$ cat config.mk
export PLATFORM = sky130hd
export DESIGN_NAME = aes_sbox_sched
export DESIGN_NICKNAME = d
export VERILOG_FILES = /design/src/rtl/aes_sbox_sched_pkg.sv /design/src/rtl/aes_sbox_tag_pipe.sv /design/src/rtl/aes_sbox_sched.sv
export SDC_FILE = /design/constraint.sdc
export NUM_CORES = 1
export LEC_CHECK = 0
export CAP_MARGIN = 15
export CORE_AREA = 2 2 150 152
export CTS_CLUSTER_SIZE = 12
export DETAILED_ROUTE_END_ITERATION = 6
export DIE_AREA = 0 0 152 154
export GPL_TIMING_DRIVEN = 0
export MAX_ROUTING_LAYER = met4
export PLACE_DENSITY_LB_ADDON = 0.3
export SETUP_SLACK_MARGIN = 0.3
export SLEW_MARGIN = 20
export SYNTH_ARGS = -nofsm -noshare
export SYNTH_HDL_FRONTEND = slang
export SYNTH_HIERARCHICAL = 1
export SYNTH_SLANG_ARGS = --single-unit
$ cat constraint.sdc
create_clock -name ClkxCI -period 6.75 [get_ports ClkxCI]
set_clock_uncertainty 0.05 [all_clocks]
set_input_delay 2.025 -clock ClkxCI [delete_from_list [all_inputs] [get_ports ClkxCI]]
set_output_delay 2.025 -clock ClkxCI [all_outputs]
set_load 0.005 [all_outputs]
$ cat src/rtl/aes_sbox_sched_pkg.sv
// rtl/aes_sbox_sched_pkg.sv - shared types and constants for the masked S-box scheduler
package aes_sbox_sched_pkg;

    typedef enum logic [1:0] {
        IDLE     = 2'd0,
        ISSUE_KS = 2'd1,
        ISSUE_ST = 2'd2
    } state_e;

    localparam logic SRC_ST = 1'b0;
    localparam logic SRC_KS = 1'b1;

    typedef struct packed {
        logic       valid;
        logic       src;
        logic [3:0] idx;
    } tag_t;

    localparam tag_t TAG_NONE = '{valid: 1'b0, src: SRC_ST, idx: 4'd0};

endpackage

$ cat src/rtl/aes_sbox_tag_pipe.sv
// rtl/aes_sbox_tag_pipe.sv - tag shift register running in lockstep with the pipelined S-box
module aes_sbox_tag_pipe
    import aes_sbox_sched_pkg::*;
#(
    parameter int SBOX_LAT = 4
) (
    input  logic ClkxCI,
    input  logic RstxBI,
    input  tag_t TagInxDI,
    output tag_t TagOutxDO
);

    tag_t [SBOX_LAT-1:0] pipe_q;
    tag_t [SBOX_LAT-1:0] pipe_d;

    always_comb begin
        pipe_d[0] = TagInxDI;
        for (int i = 1; i < SBOX_LAT; i++) begin
            pipe_d[i] = pipe_q[i-1];
        end
    end

    always_ff @(posedge ClkxCI or negedge RstxBI) begin
        if (!RstxBI) begin
            for (int i = 0; i < SBOX_LAT; i++) begin
                pipe_q[i] <= TAG_NONE;
            end
        end else begin
            pipe_q <= pipe_d;
        end
    end

    assign TagOutxDO = pipe_q[SBOX_LAT-1];

endmodule

$ cat src/rtl/aes_sbox_sched.sv
// rtl/aes_sbox_sched.sv - shares one pipelined masked S-box between the round datapath and key schedule
module aes_sbox_sched
    import aes_sbox_sched_pkg::*;
#(
    parameter int SHARES   = 2,
    parameter int SBOX_LAT = 4,
    parameter int NST      = 16,
    parameter int NKS      = 4
) (
    input  logic                     ClkxCI,
    input  logic                     RstxBI,
    input  logic                     StReqxSI,
    input  logic [8*SHARES*NST-1:0]  StDataxDI,
    input  logic                     KsReqxSI,
    input  logic [8*SHARES*NKS-1:0]  KsDataxDI,
    input  logic                     RandValidxSI,
    output logic                     RandReadyxSO,
    output logic [8*SHARES-1:0]      SboxInxDO,
    input  logic [8*SHARES-1:0]      SboxOutxDI,
    output logic [8*SHARES-1:0]      ResxDO,
    output logic [3:0]               ResIdxxDO,
    output logic                     ResStValxSO,
    output logic                     ResKsValxSO,
    output logic                     StDonexSO,
    output logic                     KsDonexSO
);

    localparam int         BW      = 8 * SHARES;
    localparam logic [3:0] ST_LAST = 4'(NST - 1);
    localparam logic [3:0] KS_LAST = 4'(NKS - 1);

    state_e          state_q, state_d;
    logic [3:0]      cnt_q, cnt_d;
    logic            st_busy_q, st_busy_d;
    logic            ks_busy_q, ks_busy_d;
    logic [BW-1:0]   res_q, res_d;
    logic [3:0]      res_idx_q, res_idx_d;
    logic            res_st_val_q, res_st_val_d;
    logic            res_ks_val_q, res_ks_val_d;
    logic            st_done_q, st_done_d;
    logic            ks_done_q, ks_done_d;

    logic            issue;
    logic            last_issue;
    logic            st_grant;
    logic            ks_grant;
    logic [BW-1:0]   st_byte;
    logic [BW-1:0]   ks_byte;
    tag_t            tag_in;
    tag_t            tag_out;

    always_comb begin
        st_byte = '0;
        ks_byte = '0;
        for (int i = 0; i < NST; i++) begin
            if (cnt_q == 4'(i)) st_byte = StDataxDI[BW*i +: BW];
        end
        for (int i = 0; i < NKS; i++) begin
            if (cnt_q == 4'(i)) ks_byte = KsDataxDI[BW*i +: BW];
        end
    end

    // a requester stays blocked from grant until the cycle after its done pulse
    assign ks_grant = KsReqxSI && !ks_busy_q;
    assign st_grant = StReqxSI && !st_busy_q;

    always_ff @(posedge ClkxCI or negedge RstxBI) begin
        if (!RstxBI) begin
            state_q <= IDLE;
        end else begin
            state_q <= state_d;
        end
    end

    always_comb begin
        state_d = state_q;
        case (state_q)
            IDLE: begin
                if (ks_grant)      state_d = ISSUE_KS;
                else if (st_grant) state_d = ISSUE_ST;
            end
            ISSUE_KS: begin
                if (last_issue) state_d = st_grant ? ISSUE_ST : IDLE;
            end
            ISSUE_ST: begin
                if (last_issue) state_d = ks_grant ? ISSUE_KS : IDLE;
            end
            default: state_d = IDLE;
        endcase
    end

    always_comb begin
        issue      = (state_q != IDLE) && RandValidxSI;
        last_issue = issue && (cnt_q == ((state_q == ISSUE_KS) ? KS_LAST : ST_LAST));
        SboxInxDO  = '0;
        tag_in     = TAG_NONE;
        if (issue) begin
            SboxInxDO = (state_q == ISSUE_KS) ? ks_byte : st_byte;
            tag_in    = '{valid: 1'b1,
                          src:   (state_q == ISSUE_KS) ? SRC_KS : SRC_ST,
                          idx:   cnt_q};
        end
    end

    assign RandReadyxSO = issue;

    always_comb begin
        cnt_d = cnt_q;
        if (last_issue) cnt_d = '0;
        else if (issue) cnt_d = cnt_q + 4'd1;

        st_busy_d = st_busy_q;
        ks_busy_d = ks_busy_q;
        if (st_done_q) st_busy_d = 1'b0;
        if (ks_done_q) ks_busy_d = 1'b0;
        if (last_issue && state_q == ISSUE_ST) st_busy_d = 1'b1;
        if (last_issue && state_q == ISSUE_KS) ks_busy_d = 1'b1;
    end

    aes_sbox_tag_pipe #(
        .SBOX_LAT (SBOX_LAT)
    ) u_tag_pipe (
        .ClkxCI    (ClkxCI),
        .RstxBI    (RstxBI),
        .TagInxDI  (tag_in),
        .TagOutxDO (tag_out)
    );

    always_comb begin
        res_d        = SboxOutxDI;
        res_idx_d    = tag_out.valid ? tag_out.idx : 4'd0;
        res_st_val_d = tag_out.valid && (tag_out.src == SRC_ST);
        res_ks_val_d = tag_out.valid && (tag_out.src == SRC_KS);
        st_done_d    = res_st_val_d && (tag_out.idx == ST_LAST);
        ks_done_d    = res_ks_val_d && (tag_out.idx == KS_LAST);
    end

    always_ff @(posedge ClkxCI or negedge RstxBI) begin
        if (!RstxBI) begin
            cnt_q        <= '0;
            st_busy_q    <= 1'b0;
            ks_busy_q    <= 1'b0;
            res_q        <= '0;
            res_idx_q    <= '0;
            res_st_val_q <= 1'b0;
            res_ks_val_q <= 1'b0;
            st_done_q    <= 1'b0;
            ks_done_q    <= 1'b0;
        end else begin
            cnt_q        <= cnt_d;
            st_busy_q    <= st_busy_d;
            ks_busy_q    <= ks_busy_d;
            res_q        <= res_d;
            res_idx_q    <= res_idx_d;
            res_st_val_q <= res_st_val_d;
            res_ks_val_q <= res_ks_val_d;
            st_done_q    <= st_done_d;
            ks_done_q    <= ks_done_d;
        end
    end

    assign ResxDO      = res_q;
    assign ResIdxxDO   = res_idx_q;
    assign ResStValxSO = res_st_val_q;
    assign ResKsValxSO = res_ks_val_q;
    assign StDonexSO   = st_done_q;
    assign KsDonexSO   = ks_done_q;

endmodule

Yosys cells after proc, flatten, opt, wreduce, memory -nomap -nowiden
Cells that the tools add are included.

Bits in registers: 56. Input port bits: 341. Word-level logic and storage cells: 105.

Add/subtract/negate cells: 1. Eq/ne operators: 23. Mux-type cells: 39. Bitwise operators: 1. Reduce and logical (&&, ||, !) cells: 19.

Operator list (number): 16-bit 2-to-1 mux (22); 4-bit == test, second input constant (9); 4-bit by 3-bit == test with 1-bit output, second input constant (4); 4-bit 2-to-1 mux (4); 4-bit by 2-bit == test with 1-bit output, second input constant (3); 1-bit logical AND (10); 2-bit 2-to-1 mux (5); 2-bit nonzero test (4); 1-bit 2-to-1 mux (6); 6-bit 2-to-1 mux (1); 2-bit one-hot mux with 3 select lines (1); 4-bit by 1-bit adder with 4-bit output, second input constant (1); 4-bit by 1-bit == test with 1-bit output, second input constant (1); 4-bit == test (1); 4-bit logical NOT (1); 2-bit != test, second input constant (2); 3-bit != test, second input constant (1); 3-bit AND reduction (1); 2-bit by 1-bit == test with 1-bit output, second input constant (1); 2-bit == test, second input constant (1); 1-bit logical NOT (2); 2-bit logical NOT (1); 1-bit NOT (1).

Depth between registers and ports, before layout
Depth after elaboration: 19. Gate-level depth with buffers: 10. Depth with buffers taken out: 7.

By module
The synthesis kept the hierarchy.

Modules (own cells, without submodules): aes_sbox_sched (times used 1, cells an instance 593, area each 4450.5 µm², sequential area each 800.8 µm²); aes_sbox_tag_pipe (times used 1, cells an instance 24, area each 600.6 µm², sequential area each 600.6 µm²).

Worst setup path after synthesis
No wires, ideal clock.

Path type: input to output. From: input StDataxDI[29]. To: output SboxInxDO[13]. Data arrival time: 2.942 ns. Data required time: 4.675 ns. Slack: 1.733 ns. Stages on the path: 4. Buffers on the path: 0. Cell sequence: a221o_1 > a221oi_1 > nor4_1 > o31a_1.

Longest elaborated chain between the ends: 17.

RTL lines: start, declared (RTL line aes_sbox_sched.sv:13) `input logic [8*SHARES*NST-1:0] StDataxDI,`; 16-bit 2-to-1 mux (15 in series) (RTL line aes_sbox_sched.sv:56) `if (cnt_q == 4'(i)) st_byte = StDataxDI[BW*i +: BW];`; 16-bit 2-to-1 mux (RTL line aes_sbox_sched.sv:98) `SboxInxDO = (state_q == ISSUE_KS) ? ks_byte : st_byte;`; 16-bit 2-to-1 mux (RTL line aes_sbox_sched.sv:97) `if (issue) begin`; end, declared (RTL line aes_sbox_sched.sv:18) `output logic [8*SHARES-1:0] SboxInxDO,`.

Every way passes these cells.

Worst setup path after layout
From: input RandValidxSI. To: output SboxInxDO[13].

Longest elaborated chain between the ends: 2.

RTL lines: start, declared (RTL line aes_sbox_sched.sv:16) `input logic RandValidxSI,`; 1-bit logical AND (RTL line aes_sbox_sched.sv:93) `issue = (state_q != IDLE) && RandValidxSI;`; 16-bit 2-to-1 mux (RTL line aes_sbox_sched.sv:97).

Every way passes these cells.

==> results by group <==
Power and ir drop
  • Power Density: about 90 nW/µm²
  • LEAKAGE: approximately 3.5 nW
  • Maximum vdd ir drop: roughly 0.000089 V

Critical path
  • Worst path slowest cell: clkdlybuf4s50_1
  • Required time of the critical path: roughly 4.7 ns
  • CP Max Fanout: 11
  • Data arrival, critical path: 4.21 ns
  • Startpoint types: input port
  • Crit path capture type: output pin
  • Crit-path cells: clkdlybuf4s50_1 -> o21ai_2 -> inv_4 -> buf_4 -> o21ai_0 -> a21oi_2 -> o31a_1 -> clkdlybuf4s50_1
  • Largest stage delay, worst path: around 0.60 ns
  • Kind of critical path: in -> out
  • Worst Reg2Reg Path Length in Cells: 7
  • Crit path top cell by count: clkdlybuf4s50_1

Placed design
  • Final RePlAce weighted congestion: a little over 1
  • Final HPWL DP: between 20 and 30 mm
  • Placed inst area: about 9200 µm²
  • Buffers on Ports: between 300 and 400

Synthesis
  • Synth Area in Simple Gates: roughly 16%
  • Post-Synth XOR/XNOR Area: less than 1%
  • Synthesized Nets: between 900 and 1000
  • Adder-cell share of the synthesized area: less than 1%
  • Synth Cell Area: ~5100 µm²
  • Synth cell types: 63
  • Compound-gate portion of the synthesized area: between 40% and 50%
  • Post-synthesis register bit count: 56
  • Combinational family with the most area after synthesis: compound AO/OA/AOI/OAI gates
  • Ys flop type: dfrtp_1
  • Post-Syn Area per Cell: 8.19 µm²
  • Ys async rst share: 100%
  • Number of flops mapped to enable cells by yosys: 0
  • Post-synthesis mux area share: 0.595%
  • Mapped Cells: 617
  • Sequential cell area fraction in the yosys report: between 20% and 30%
  • Synthesis warning total: 6

Clock tree
  • CTS Hold Bufs: 0
  • Skew-Pair Late Insertion Delay: 0.29 ns
  • Clock transition at path regs: about 0.07 ns
  • CTS Buf Count: 5
  • H-tree levels: 2
  • Sink Count: 56
  • Clock Path Buffers: 2
  • CTS root buffer: clkbuf_16
  • CTS tree: yes

Drt
  • Residual DRC count: 0
  • Metal1 wirelength: ~12 mm
  • DR WL met2: approximately 16 mm
  • WL/cell: ~24 µm
  • Routed WL: ~32 mm
  • Drt pass-1 iters: 5
  • Topmost layer with routed signal wires: met4
  • Detailed-route vias per instance: roughly 5.3
  • Routed via count: about 7000
  • DRT antenna net count: 0
  • Met3 Wirelength: approximately 2.2 mm
  • Drt initial violations: roughly 470

Global routing
  • Overflow after GRT: 0
  • Largest net degree at the start of global routing: between 50 and 60
  • All-Layer GR Usage: between 20% and 30%
  • Number of global-route vias before repair: approximately 7000
  • First-pass GRT wire length: about 45 mm
  • Initial antenna violation count: 12

Timing
  • Unrepaired setup endpoints after global routing: no
  • Final Hold Fails: 0
  • Worst slew pin tran: roughly 0.76 ns
  • Setup violators final: 0
  • Tcrit/Tclk final: around 93%
  • Final Max Slew Viols: 0
  • Crit path time final: around 6.3 ns
  • Rel. slew slack: 49.6%
  • Sum Neg Setup Slack: 0 ns
  • Hold WS: approximately 0.30 ns
  • Fmax: around 160 MHz

Hold path
  • Hold depth: 0
  • Hold Path Class: reg -> reg

Finish
  • Nets@finish: ~1400
  • Commonest cells after routing, fill and taps aside: clkdlybuf4s50_1, dfrtp_1, o21ai_0, a21oi_1, nand2_1
  • Most common cell after layout, fill and taps aside: clkdlybuf4s50_1
  • Syn-to-layout area delta: 86.2%
  • Post-route cell area: 9410 µm²
  • Layout cell share with drive strength beyond 1: under 10%
  • Final core occ: between 40% and 50%

Floorplanning
  • Die extent in y: 154 µm
  • Core area: between 20000 and 25000 µm²
  • Initial core utilization: 23.3%
  • # rows: 54
  • DIE AREA: about 23000 µm²
  • I/O Pins: 382
  • Chip width: 152 µm

Flow run
  • Max cap viols: 0

Run status
  • Status: finished clean
cell type report:
cell class	count	area, µm²
clock inverters	2	13.8
plain buffers	66	369
fillers	2205	12300
multi-input cells	481	3230
diodes	13	32.5
well taps	280	350
repair buffers	381	3810
inverters	14	55.1
clock buffers	6	139
flip-flops and latches	56	1400
report_power, final:
group	internal, mW	switching (mW)	leakage, nW
Combinational	0.194	0.0605	2.74
Sequential	0.340	0.00129	0.730
Clock	0.148	0.114	0.0773
Total	0.683	0.175	3.55
state kept, by name, summed over array words and instances, names as in the netlist:
| register | count |
|---|---|
| state_q | 2 |
| st_busy_q | 1 |
| u_tag_pipe/pipe_d | 18 |
| ks_busy_q | 1 |
| ResxDO | 16 |
| ResKsValxSO | 1 |
| cnt_q | 4 |
| StDonexSO | 1 |
| KsDonexSO | 1 |
| u_tag_pipe/TagOutxDO | 6 |
| ResStValxSO | 1 |
| ResIdxxDO | 4 |
per-layer routing:
layer | vias up | GRT usage (%)
met1 | 3260 | 28.1
met5 | - | -
li1 | 3205 | -
met3 | 66 | 4.68
met4 | 0 | 10.5
met2 | 347 | 48.2
cell usage after synthesis (all sizes together), types with 9 or more instances:
cell type,n,area (µm²)
o21ai,64,324
a21oi,56,280
dfrtp,56,1400
nand2,49,184
buf,46,292
a221oi,44,448
o22ai,34,213
a21o,30,225
o221ai,26,228
clkbuf,20,75.1
nor2,18,75.1
nor2b,18,123
a211oi,15,163
inv,14,52.6
nor3,13,76.3
and2,11,68.8
nand3b,10,75.1
o31ai,10,75.1
nand3,9,45.0
path summary, 6_finish.rpt:
path                                            start                      end  slack, ns
worst max register to register               cnt_q[0]               state_q[1]       4.46
worst max-delay path                     RandValidxSI            SboxInxDO[13]       0.46
max in group asynchronous                      RstxBI  u_tag_pipe/TagOutxDO[3]       4.47
worst min-delay path            u_tag_pipe/pipe_d[23]  u_tag_pipe/TagOutxDO[5]       0.30
min in group asynchronous                      RstxBI                ResxDO[2]       1.72
worst min register to register  u_tag_pipe/pipe_d[23]  u_tag_pipe/TagOutxDO[5]       0.30
metrics by stage:
stage / std cells / total power, mW / setup slack [ns]
6_report: 1299 / 0.858 / 0.463
5_1_grt: 1298 / 0.891 / 0.330
4_1_cts: 1286 / 0.864 / 0.402
3_5_place_dp: 1278 / 0.601 / 0.230
3_3_place_gp: 1278 / 0.600 / 0.210
2_1_floorplan: 617 / 0.372 / 1.73
critical path, delay by kind of cell:
family / cells / cell delay (ns)
AO/OA/AOI/OAI: 4 / 0.69
buffers and inverters: 4 / 1.50
kinds of logic (layout without fill, tap and decap cells):
logic type,count (synthesis),in the layout
other,0,13
flip-flops,56,56
adder cells (fa/ha/maj),4,4
buffers and inverters,80,469
AO/OA/AOI/OAI,321,321
AND/OR/NAND/NOR,152,152
multiplexers,3,3
XOR/XNOR,1,1
timing repair:
action | 4_1_cts | 5_1_grt
pin swaps | 0 | 1
gates resized for setup | 2 | 1
buffers inserted | 0 | 0
setup endpoints to repair | 2 | 2
(Power assumes the default switching activity.)
